## config.mk

```make
export PLATFORM = sky130hd
export DESIGN_NAME = uart_tx_arbiter
export DESIGN_NICKNAME = d
export VERILOG_FILES = /design/src/rtl/uart_arb_pkg.sv /design/src/rtl/rr_arbiter.sv /design/src/rtl/uart_tx_arbiter.sv
export SDC_FILE = /design/constraint.sdc
export NUM_CORES = 1
export LEC_CHECK = 0
export ABC_AREA = 1
export BUFFER_PORTS_ARGS = -buffer_cell sky130_fd_sc_hd__buf_2
export CAP_MARGIN = 5
export CELL_PAD_IN_SITES_DETAIL_PLACEMENT = 1
export CELL_PAD_IN_SITES_GLOBAL_PLACEMENT = 1
export CORE_MARGIN = 4
export CORE_UTILIZATION = 32
export DETAILED_ROUTE_END_ITERATION = 10
export PLACE_DENSITY = 0.81
export SLEW_MARGIN = 20
export SYNTH_ARGS = -nofsm -noshare
export SYNTH_HDL_FRONTEND = slang
export SYNTH_SLANG_ARGS = --single-unit
```

## constraint.sdc

```tcl
create_clock -name clk -period 4.6 [get_ports clk]
set_input_delay 0.23 -clock clk [delete_from_list [all_inputs] [get_ports clk]]
set_output_delay 0.23 -clock clk [all_outputs]
set_load 0.01 [all_outputs]
```

## src/rtl/uart_arb_pkg.sv

```systemverilog
`timescale 1ns/1ps
`default_nettype none
// ============================================================================
// Module   : uart_arb_pkg
// Purpose  : Shared definitions for the UART transmit arbiter: byte width,
//            default header base and the FSM state encoding.
// Config   : UART_ARB_HEADER_EN adds the S_HDR state (per-packet header).
// Revision : 1.0 - initial release
// ============================================================================
package uart_arb_pkg;

    localparam int              c_BYTE_W      = 8;
    localparam logic [7:0]      c_HEADER_BASE = 8'hA0;
    localparam int              c_STATE_W     = 3;

    typedef enum logic [c_STATE_W-1:0] {
        S_IDLE = 3'd0,
        S_LOAD = 3'd1,
        S_KICK = 3'd2,
        S_GAP  = 3'd3,
`ifdef UART_ARB_HEADER_EN
        S_WAIT = 3'd4,
        S_HDR  = 3'd5
`else
        S_WAIT = 3'd4
`endif
    } state_t;

endpackage
`default_nettype wire

```

## src/rtl/rr_arbiter.sv

```systemverilog
`timescale 1ns/1ps
`default_nettype none
// ============================================================================
// Module   : rr_arbiter
// Purpose  : Combinational round-robin pick: first asserted request at or
//            after the pointer, modulo NUM_REQ.
// Ports    : req   - request vector
//            ptr   - round-robin start index (held by the parent)
//            found - at least one request asserted
//            idx   - index of the selected request (valid when found)
// Revision : 1.0 - initial release
// ============================================================================
module rr_arbiter
    import uart_arb_pkg::*;
#(
    parameter int NUM_REQ = 4,
    parameter int ID_W    = 2
) (
    input  logic [NUM_REQ-1:0] req,
    input  logic [ID_W-1:0]    ptr,
    output logic               found,
    output logic [ID_W-1:0]    idx
);

    logic [NUM_REQ-1:0] w_rot;
    logic [ID_W-1:0]    w_off;
    logic [ID_W:0]      w_sum;

    // Rotate so that bit 0 is the request at the pointer position.
    assign w_rot = NUM_REQ'({req, req} >> ptr);

    // Descending scan: the lowest offset written last wins.
    always_comb begin
        found = 1'b0;
        w_off = '0;
        for (int k = NUM_REQ - 1; k >= 0; k--) begin
            if (w_rot[k]) begin
                found = 1'b1;
                w_off = ID_W'(k);
            end
        end
    end

    // Map the offset back to an absolute index, wrapping past NUM_REQ-1.
    assign w_sum = {1'b0, ptr} + {1'b0, w_off};
    assign idx   = (w_sum >= (ID_W+1)'(NUM_REQ)) ? ID_W'(w_sum - (ID_W+1)'(NUM_REQ))
                                                 : w_sum[ID_W-1:0];

endmodule
`default_nettype wire

```

## src/rtl/uart_tx_arbiter.sv

```systemverilog
`timescale 1ns/1ps
`default_nettype none
// ============================================================================
// Module   : uart_tx_arbiter
// Purpose  : Shares one uart_tx serializer between NUM_REQ byte streams with
//            packet-granular round-robin. The owner keeps the UART until its
//            last-flagged byte has left the wire. One start pulse per byte.
// Ports    : clk, rst            - clock, synchronous active-high reset
//                                  (uart_tx is reset by the same signal)
//            req_valid/data/last - per-requester byte stream
//            req_ready           - one-hot, only the owner in S_LOAD
//            uart_start/data     - byte handoff to uart_tx
//            uart_finish         - uart_tx done/idle
//            busy, grant_id      - status; grant_id valid while busy
// Config   : `define UART_ARB_HEADER_EN sends HEADER_BASE|id before each packet
// Revision : 1.0 - initial release
// ============================================================================
module uart_tx_arbiter
    import uart_arb_pkg::*;
#(
    parameter int                  NUM_REQ     = 4,
    parameter int                  ID_W        = 2,
    parameter logic [c_BYTE_W-1:0] HEADER_BASE = c_HEADER_BASE
) (
    input  logic                        clk,
    input  logic                        rst,
    input  logic [NUM_REQ-1:0]          req_valid,
    input  logic [c_BYTE_W*NUM_REQ-1:0] req_data,
    input  logic [NUM_REQ-1:0]          req_last,
    output logic [NUM_REQ-1:0]          req_ready,
    output logic                        uart_start,
    output logic [c_BYTE_W-1:0]         uart_data,
    input  logic                        uart_finish,
    output logic                        busy,
    output logic [ID_W-1:0]             grant_id
);

    state_t              r_state;
    logic [ID_W-1:0]     r_grant_id;
    logic [ID_W-1:0]     r_ptr;
    logic                r_last;
    logic                r_uart_start;
    logic [c_BYTE_W-1:0] r_uart_data;

    logic [c_BYTE_W-1:0] w_bytes [NUM_REQ];
    logic                w_found;
    logic [ID_W-1:0]     w_idx;
    logic [ID_W-1:0]     w_ptr_next;
    logic [NUM_REQ-1:0]  w_req_ready;

    for (genvar i = 0; i < NUM_REQ; i++) begin : g_unpack
        assign w_bytes[i] = req_data[c_BYTE_W*i +: c_BYTE_W];
    end

    rr_arbiter #(
        .NUM_REQ (NUM_REQ),
        .ID_W    (ID_W)
    ) u_rr (
        .req   (req_valid),
        .ptr   (r_ptr),
        .found (w_found),
        .idx   (w_idx)
    );

    assign w_ptr_next = (r_grant_id == ID_W'(NUM_REQ - 1)) ? '0 : r_grant_id + ID_W'(1);

    always_comb begin
        w_req_ready = '0;
        if (r_state == S_LOAD) begin
            w_req_ready[r_grant_id] = 1'b1;
        end
    end

`ifndef UART_ARB_HEADER_EN
    // The header base only matters when headers are enabled.
    logic w_unused_hdr;
    assign w_unused_hdr = ^HEADER_BASE;
`endif

    // uart_start is raised on the transition into S_KICK, so it is high for
    // exactly the S_KICK cycle and is cleared by the default below.
    always_ff @(posedge clk) begin
        if (rst) begin
            r_state      <= S_IDLE;
            r_grant_id   <= '0;
            r_ptr        <= '0;
            r_last       <= 1'b0;
            r_uart_start <= 1'b0;
            r_uart_data  <= '0;
        end else begin
            r_uart_start <= 1'b0;
            case (r_state)
                S_IDLE: begin
                    if (w_found) begin
                        r_grant_id <= w_idx;
`ifdef UART_ARB_HEADER_EN
                        r_state    <= S_HDR;
`else
                        r_state    <= S_LOAD;
`endif
                    end
                end
`ifdef UART_ARB_HEADER_EN
                S_HDR: begin
                    // Header is never the end of a packet, so S_WAIT returns to S_LOAD.
                    r_uart_data  <= HEADER_BASE | c_BYTE_W'(r_grant_id);
                    r_last       <= 1'b0;
                    r_uart_start <= 1'b1;
                    r_state      <= S_KICK;
                end
`endif
                S_LOAD: begin
                    if (req_valid[r_grant_id]) begin
                        r_uart_data  <= w_bytes[r_grant_id];
                        r_last       <= req_last[r_grant_id];
                        r_uart_start <= 1'b1;
                        r_state      <= S_KICK;
                    end
                end
                S_KICK: r_state <= S_GAP;
                // uart_tx drops finish only one cycle after start, so it is
                // not trusted here.
                S_GAP:  r_state <= S_WAIT;
                S_WAIT: begin
                    if (uart_finish) begin
                        if (r_last) begin
                            r_ptr   <= w_ptr_next;
                            r_state <= S_IDLE;
                        end else begin
                            r_state <= S_LOAD;
                        end
                    end
                end
                default: r_state <= S_IDLE;
            endcase
        end
    end

    assign req_ready  = w_req_ready;
    assign uart_start = r_uart_start;
    assign uart_data  = r_uart_data;
    assign busy       = (r_state != S_IDLE);
    assign grant_id   = r_grant_id;

endmodule
`default_nettype wire
```

After elaboration in Yosys (flattened, before gate mapping)
Cells that the tools add are included.
{ "classes": {"addsub": 3, "multipliers": 0, "div_mod_pow": 0, "n_lt_le_gt_ge": 4, "eq_ne": 8, "n_shift": 1, "n_mux": 26, "bitwise_logic": 2, "n_reduce_logical": 8} }
{ "op_table": {"columns": ["operator", "n"], "rows": [
  ["$bmux 8 s2", 1],
  ["$mux 8", 2],
  ["$pmux 3 s5", 1],
  ["$mux 2", 6],
  ["$mux 1", 9],
  ["$mux 3", 3],
  ["$shr 8x2->4", 1],
  ["$eq 3x2->1 const B", 2],
  ["$ge 3x3->1 const B", 2],
  ["$reduce_and 3->1", 2],
  ["$bmux 1 s2", 2],
  ["$mux 4", 1],
  ["$ne 2x1->1 const B", 2],
  ["$reduce_and 2->1", 2],
  ["$add 2x2->3", 1],
  ["$eq 3x1->1 const B", 1],
  ["$eq 3x3->1 const B", 1],
  ["$logic_not 3->1", 1],
  ["$lt 2x3->1 const B", 1],
  ["$not 2->3", 1],
  ["$reduce_bool 3->1", 1],
  ["$add 2x1->2 const B", 1],
  ["$demux 1 s2", 1],
  ["$eq 2x2->1 const B", 1],
  ["other kinds (6)", 6]
]} }
{ "totals": {"reg_bits": 17, "latchBits": 0, "ram_bits": 0, "mem_bits_ro": 0, "in_bits": 43, "word_cells": 58, "mem_count": 0} }

Logic depth before layout (Yosys ltp)
Gate-level depths: netlist of the first run.
{ "logic_depth": {"ltp_word": 8, "depth_mapped": 11, "ltp_nobuf": 11} }

Hierarchy
From an unflattened synthesis of the first run, not the netlist that was laid out.
{ "unflattened": {"hier_cells": 227, "hier_area_um2": 1323.8} }
{ "modules_own_cells": {"columns": ["module", "instances", "cells_per_inst", "area_per_inst_um2"], "rows": [
  ["uart_tx_arbiter", 1, 192, 1158.6],
  ["rr_arbiter", 1, 35, 165.2]
]} }

Worst setup path before layout of the first run
OpenSTA, ideal clock, no wires.
{ "synth_timing": {"kind": "register -> register", "startpoint": "reg r_ptr[0]", "endpoint": "reg r_grant_id[1], in the netlist grant_id[1]", "arrival_ns": 1.460, "required_time_ns": 4.536, "setup_slack_ns": 3.076, "path_stages_with_launch": 12, "period_less_slack_ns": 1.524, "path_cell_list": "dfxtp_1 -> inv_2 -> nand2_1 -> nand3_1 -> nand2_1 -> nand3_1 -> a21boi_0 -> ha_1 -> xnor2_1 -> xor2_1 -> nor2_1 -> nor2_1"} }
{ "synth_between": {"elab_chain_len": 8, "word_cells_on_any_way": 14, "classes_between": "add/sub: 2; order compare: 1; shift: 1; mux: 9; reduce/logical: 1"} }
{ "synth_lines": {"columns": ["item", "line_no", "source"], "rows": [
  ["start: declaration", "uart_tx_arbiter.sv:40", "logic [ID_W-1:0] r_ptr;"],
  ["start signal: assignment", "uart_tx_arbiter.sv:127", "r_ptr <= w_ptr_next;"],
  ["$shr 8x2->4", "rr_arbiter.sv:30", "assign w_rot = NUM_REQ'({req, req} >> ptr);"],
  ["$mux 2 (4 in series)", "rr_arbiter.sv:37", "if (w_rot[k]) begin"],
  ["$add 2x2->3", "rr_arbiter.sv:45", "assign w_sum = {1'b0, ptr} + {1'b0, w_off};"],
  ["$ge 3x3->1 / $sub 2x1->2 (equally long branches)", "rr_arbiter.sv:46", "assign idx = (w_sum >= (ID_W+1)'(NUM_REQ)) ? ID_W'(w_sum - (ID_W+1)'(NUM_REQ))"],
  ["$mux 2", "rr_arbiter.sv:46", null],
  ["end signal: assignment", "uart_tx_arbiter.sv:95", "r_grant_id <= w_idx;"],
  ["end: declaration", "uart_tx_arbiter.sv:39", "logic [ID_W-1:0] r_grant_id;"]
]} }
Several ways; a longest one is shown, not always the timed one.
A chain may end at the register's enable or synchronous reset.

Final worst setup path of the first run
{ "layout_timing": {"startpoint": "reg r_grant_id[0], in the netlist grant_id[0]", "endpoint": "reg r_uart_data[0], in the netlist uart_data[0]"} }
{ "layout_between": {"elab_chain_len": 4, "word_cells_on_any_way": 7, "classes_between": "mux: 5; bitwise: 1; reduce/logical: 1"} }
{ "layout_lines": {"columns": ["item", "line_no", "source"], "rows": [
  ["$not 2->3 (not written as such)", "uart_tx_arbiter.sv:114", "r_uart_data <= w_bytes[r_grant_id];"],
  ["$bmux 8 s2", "uart_tx_arbiter.sv:114", null],
  ["$mux 8 (not written as such) (2 in series)", "uart_tx_arbiter.sv:114", null],
  ["end signal: assignment", "uart_tx_arbiter.sv:114", null],
  ["end: declaration", "uart_tx_arbiter.sv:43", "logic [c_BYTE_W-1:0] r_uart_data;"]
]} }
Several ways; a longest one is shown, not always the timed one. The select of a mux whose other input is x is not followed.

==> results of run 1 <==
-- cells in the mapped netlist (all sizes together) --
| cell | count |
|---|---|
| o21ai | 29 |
| nor2 | 36 |
| nand3b | 1 |
| o22ai | 10 |
| nand3 | 14 |
| a211oi | 1 |
| nand2 | 26 |
| xnor2 | 1 |
| clkbuf | 3 |
| dfxtp | 17 |
| nand4 | 1 |
| a21boi | 1 |
| inv | 24 |
| xor2 | 1 |
| a21oi | 14 |
| ha | 5 |
| buf | 6 |
-- routing by layer --
metal / share of wire (%) / GRT usage, %
met5: 0 / 0
met4: 2.3 / 6.569
met3: 5.1 / 2.431
met2: 49 / 28.81
met1: 44 / 19.65
-- flip-flops by register name, summed over array words and instances, names as in the netlist --
register,flops
grant_id,2
r_last,1
r_ptr,2
r_state,3
uart_data,8
uart_start,1
-- per-stage QoR --
stage | area, um2 | power, mW | hold WS [ps] | instances
floorplan | 1189 | 0.3432 | 299.1 | 190
global placement | 1485 | 0.4075 | 431.3 | 285
detailed placement | 1485 | 0.4147 | 435.8 | 285
CTS | 1531 | 0.5295 | 218.4 | 289
global route | 1531 | 0.5681 | 222.1 | 289
finish | 1531 | 0.5238 | 228.9 | 289
-- worst register-to-register path: stages (launching register included) --
cell and delay, ps:
dfxtp_1 850, inv_2 350, nand2_1 150, nand3_1 100, nand3b_1 630, o21ai_1 180
a21oi_1 140
-- cell type report --
cell class | instances | area [um2]
timing repair buffer | 58 | 290.3
tap | 46 | 57.56
multi-input combinational | 140 | 706.9
inverter | 24 | 90.09
fill | 518 | 1937
clock buffer | 3 | 41.29
clock inverter | 1 | 5.005
sequential | 17 | 340.3
-- cells by family after synthesis --
kind of cell | Yosys count
XOR/XNOR | 2
AND/OR/NAND/NOR | 78
buffers and inverters | 33
adder cells (fa/ha/maj) | 5
AO/OA/AOI/OAI | 55
flip-flops | 17
-- worst paths after layout --
path	from	to	cells past startpoint
worst min-delay path	rst	r_state[2]	2
worst max-delay path	grant_id[0]	uart_data[0]	6
worst max register to register	grant_id[0]	uart_data[0]	6
worst min register to register	uart_data[3]	uart_data[3]	2
-- power by group through the flow --
stage               clock network, mW  registers (mW)  logic (mW)
floorplan                           0           0.200       0.143
global placement                    0           0.205       0.202
detailed placement                  0           0.206       0.208
CTS                             0.117           0.203       0.209
global route                    0.124           0.208       0.236
finish                          0.115           0.203       0.206
==> impl_metrics.env, run 1 <==
export IMPL_postSynthAreaPerCell_um2=6.256
export IMPL_io_buffers=58
export IMPL_dr_pass1_iters=4
export IMPL_grt_max_degree=26
export IMPL_cts_setup_buffers=0
export IMPL_synth_top_family_by_area="simple AND/OR/NAND/NOR gates"
export IMPL_period_share_pct=53.67
export IMPL_syn_to_final_growth_pct=28.84
export IMPL_synth_top_area_share_pct=28.63
export IMPL_ant_nets=0
export IMPL_fin_crit_ps=2469
export IMPL_fin_ws_ps=2131
export IMPL_fp_dieW_um=68.95
export IMPL_synthAdderAreaFrac_pct=5.263
export IMPL_synth_compound_area_share_pct=24.63
export IMPL_synth_xor_area_share_pct=1.474
export IMPL_synthesis_nets=238
export IMPL_worst_setup_path_type="register to register"
export IMPL_critPathRequiredTime_ps=4780
export IMPL_cts_made_buffers=3
export IMPL_clock_latency_ps=260
export IMPL_synth_area_leaders="dfxtp_1, nor2_1, o21ai_0"
export IMPL_powerDensity_nw_per_um2=342.0
export IMPL_yosys_area_share_simple_pct=28.11
export IMPL_preCtsSetupSlack_ps=2143
export IMPL_clk_pin_slew_ps=70
export IMPL_maxSlewViolCount=0
export IMPL_synth_cell_types=25
export IMPL_track_usage_pct=16.33
export IMPL_slew_headroom_pct=45.49
export IMPL_grt_pass1_vias=1365
export IMPL_hold_violations=0
export IMPL_synth_seq_cells=17
export IMPL_utilization_pct=44.16
export IMPL_setup_tns_ps=0
export IMPL_syn_area_um2=1189
export IMPL_max_cap_viol_count=0
export IMPL_cts_root_buffer="clkbuf_8"
export IMPL_final_common_cell="buf_2"
export IMPL_tightest_slew_ps=816.5
export IMPL_hold_path_class="primary input to register"
export IMPL_pwr_share_comb_pct=39.4
export IMPL_nets=292
export IMPL_crit_chain="inv_2, nand2_1, nand3_1, nand3b_1, o21ai_1, a21oi_1"
export IMPL_vias=1426
export IMPL_vdd_drop_max_v=0.0001118
export IMPL_p_int_uw=313.9
export IMPL_gp_congestion=0.7194
export IMPL_ios=59
export IMPL_finClkSkew_ps=5.556
export IMPL_cts_tree="done"
export IMPL_cp_end_kind="register"
export IMPL_path_buf_inv=1
export IMPL_p_leak_nw=0.7499
export IMPL_crit_family="simple AND/OR/NAND/NOR gates"
export IMPL_syn_inst=190
export IMPL_slowest_delay_ps=850
export IMPL_seq_power_share_pct=38.8
export IMPL_setup_viol=0
export IMPL_diodes=0
export IMPL_cp_slowest_cell="dfxtp_1"
export IMPL_antenna_found_initial=0
export IMPL_synth_largest_area_cell="dfxtp_1"
export IMPL_netSwitchingPower_uw=209.9
export IMPL_cts_buffer_depth=2
export IMPL_start_util_pct=34.27
export IMPL_drt_wl_total_mm=3.821
export IMPL_dp_hpwl_mm=2.985
export IMPL_synth_warnings=0
export IMPL_grt_ovfl_total=0
export IMPL_cts_sinks=17
export IMPL_synthMuxAreaShare_pct=0
export IMPL_core_area_um2=3468
export IMPL_layout_common_cells="buf_2, nor2_1, nand2_1, inv_1, o21ai_0"
export IMPL_status="completed"
export IMPL_clockPowerShare_pct=21.9
export IMPL_p_sw_share_pct=40.07
export IMPL_drt_iter0_drc=97
export IMPL_r2r_slack_ps=2130
export IMPL_worstPathArrival_ps=2650
export IMPL_wl_per_cell_um=13.22
export IMPL_grt_pass1_wl_mm=5.837
export IMPL_die_y_um=68.95
export IMPL_core_rowCount=21
export IMPL_ctsResizeCount=0
export IMPL_fp_dieArea_um2=4753
export IMPL_drc=0
export IMPL_drive_above_1_share_pct=30.04
export IMPL_critPathMaxFanout=25
export IMPL_seq_area_frac_synth_pct=28.63
export IMPL_start_kind="register"
export IMPL_rsz0062_at_grt="no"
export IMPL_fmax_ghz=0.4051
export IMPL_routed_via_density=4.934
export IMPL_ctsHoldBuffers=0
export IMPL_h_tree_depth=1
Power figures use the tool's default switching activity.
==> run 2, diff against run 1 <==
--- a/config.mk
+++ b/config.mk
@@ -11,9 +11,9 @@
 export CELL_PAD_IN_SITES_DETAIL_PLACEMENT = 1
 export CELL_PAD_IN_SITES_GLOBAL_PLACEMENT = 1
 export CORE_MARGIN = 4
-export CORE_UTILIZATION = 32
+export CORE_UTILIZATION = 30
 export DETAILED_ROUTE_END_ITERATION = 10
-export PLACE_DENSITY = 0.81
+export PLACE_DENSITY = 0.77
 export SLEW_MARGIN = 20
 export SYNTH_ARGS = -nofsm -noshare
 export SYNTH_HDL_FRONTEND = slang
==> constraint.sdc (replaced) <==
create_clock -name clk -period 2.6 [get_ports clk]
set_input_delay 0.13 -clock clk [delete_from_list [all_inputs] [get_ports clk]]
set_output_delay 0.13 -clock clk [all_outputs]
set_load 0.01 [all_outputs]
==> impl_metrics.env, run 2 (synthesis results as in run 1) <==
export IMPL_status="completed"
export IMPL_cts_sinks=17
export IMPL_io_buffers=58
export IMPL_max_cap_viol_count=0
export IMPL_dr_pass1_iters=4
export IMPL_crit_family="simple AND/OR/NAND/NOR gates"
export IMPL_stdcell_area_um2=1556
export IMPL_critPathMaxFanout=20
export IMPL_drt_iter0_drc=48
export IMPL_diodes=0
export IMPL_critPathRequiredTime_ps=2710
export IMPL_dp_hpwl_mm=3.109
export IMPL_rr_worst_depth=6
export IMPL_ant_nets=0
export IMPL_cts_tree="done"
export IMPL_drt_wl_total_mm=3.889
export IMPL_clock_latency_ps=250
export IMPL_track_usage_pct=15.22
export IMPL_period_share_pct=80.93
export IMPL_hold_violations=0
export IMPL_routed_via_density=4.871
export IMPL_syn_to_final_growth_pct=30.95
export IMPL_start_kind="register"
export IMPL_grt_pass1_wl_mm=6.292
export IMPL_vdd_drop_max_v=0.0001877
export IMPL_cp_slowest_cell="dfxtp_1"
export IMPL_grt_max_degree=24
export IMPL_slew_headroom_pct=51.43
export IMPL_maxSlewViolCount=0
export IMPL_hold_path_class="primary input to register"
export IMPL_die_y_um=70.95
export IMPL_antenna_found_initial=0
export IMPL_grt_ovfl_total=0
export IMPL_cp_end_kind="register"
export IMPL_crit_chain="buf_4, nand2_1, nand3_1, nand3b_1, o21ai_1, a21oi_1"
export IMPL_worst_setup_path_type="register to register"
export IMPL_h_tree_depth=1
export IMPL_layout_common_cells="buf_2, nor2_1, nand2_1, inv_1, o21ai_0"
export IMPL_powerDensity_nw_per_um2=607.0
export IMPL_fp_dieW_um=70.95
export IMPL_hold_depth=2
export IMPL_start_util_pct=31.75
export IMPL_cts_made_buffers=3
export IMPL_crit_cells=6
export IMPL_vias=1432
export IMPL_fp_dieArea_um2=5033
export IMPL_path_buf_inv=1
export IMPL_worstPathArrival_ps=2220
export IMPL_grt_pass1_vias=1407
export IMPL_nets=295
export IMPL_cts_setup_buffers=0
export IMPL_ctsHoldBuffers=0
export IMPL_fin_crit_ps=2104
export IMPL_setup_viol=0
export IMPL_final_common_cell="buf_2"
export IMPL_setup_tns_ps=0
export IMPL_ios=59
export IMPL_core_area_um2=3744
export IMPL_wl_per_cell_um=13.23
export IMPL_largest_register_ffs=8
export IMPL_clk_pin_slew_ps=70
export IMPL_tightest_slew_ps=726.4
export IMPL_cts_buffer_depth=2
export IMPL_rsz0062_at_grt="no"
export IMPL_cts_root_buffer="clkbuf_8"
export IMPL_core_rowCount=22
export IMPL_ctsResizeCount=0
export IMPL_dpl_cell_area_um2=1510
export IMPL_fmax_ghz=0.4752
export IMPL_gp_congestion=0.7561
export IMPL_drc=0
export IMPL_p_leak_nw=0.7647
export IMPL_slowest_delay_ps=630
export IMPL_finClkSkew_ps=0.9503
export IMPL_drive_above_1_share_pct=30.89
## run 2: changes by cell type in the layout (fill, tap and decap cells not counted), sizes merged
cell	change
buf	+3
## run 2: worst reg2reg max path, delay by kind of cell (launching register included)
kind / cells / cell delay, ps
AOI/OAI and AO/OA: 2 / 390
buffers and inverters: 1 / 270
DFF: 1 / 630
and+or+nand+nor: 3 / 680
## run 2: area by class of cell
| cell class | instances | area, um2 |
|---|---|---|
| flip-flops and latches | 17 | 340.3 |
| inverters | 24 | 90.09 |
| clock inverters | 1 | 5.005 |
| multi-input cells | 140 | 706.9 |
| fillers | 548 | 2187 |
| clock buffers | 3 | 41.29 |
| repair buffers | 61 | 312.8 |
| well taps | 48 | 60.06 |
## run 2: metal layers
layer | part of all wire (%) | vias to the layer above | global-route usage, %
li1 | - | 738 | -
met1 | 48 | 650 | 20.53
met2 | 45 | 38 | 25.13
met3 | 4.9 | 6 | 1.847
met4 | 1.9 | 0 | 5.010
met5 | 0 | - | 0
## run 2: worst paths after layout
kind,startpoint,endpoint,slack (ps)
min,rst,r_state[2],110
max reg2reg,grant_id[0],uart_data[6],500
max,grant_id[0],uart_data[6],500
min reg2reg,uart_data[1],uart_data[1],450
## run 2: power breakdown
group	total, mW	leakage (nW)	switching [mW]	internal, mW
registers	0.341	0.139	0.0369	0.304
clock network	0.205	0.0255	0.0983	0.106
logic	0.399	0.600	0.243	0.156
total	0.945	0.765	0.378	0.567
## run 2: per-stage QoR
stage	hold WS [ps]	power, mW	setup WS (ps)	cells	utilization [%]
after floorplan	199.1	0.6071	1076	190	-
after global placement	376.8	0.7381	628.4	290	40.34
after detailed placement	378.4	0.7520	509.7	290	40.34
after CTS	110.8	0.9556	489.1	294	41.58
after global routing	123.9	1.023	258.1	294	41.58
final	106.9	0.9448	495.8	294	41.58
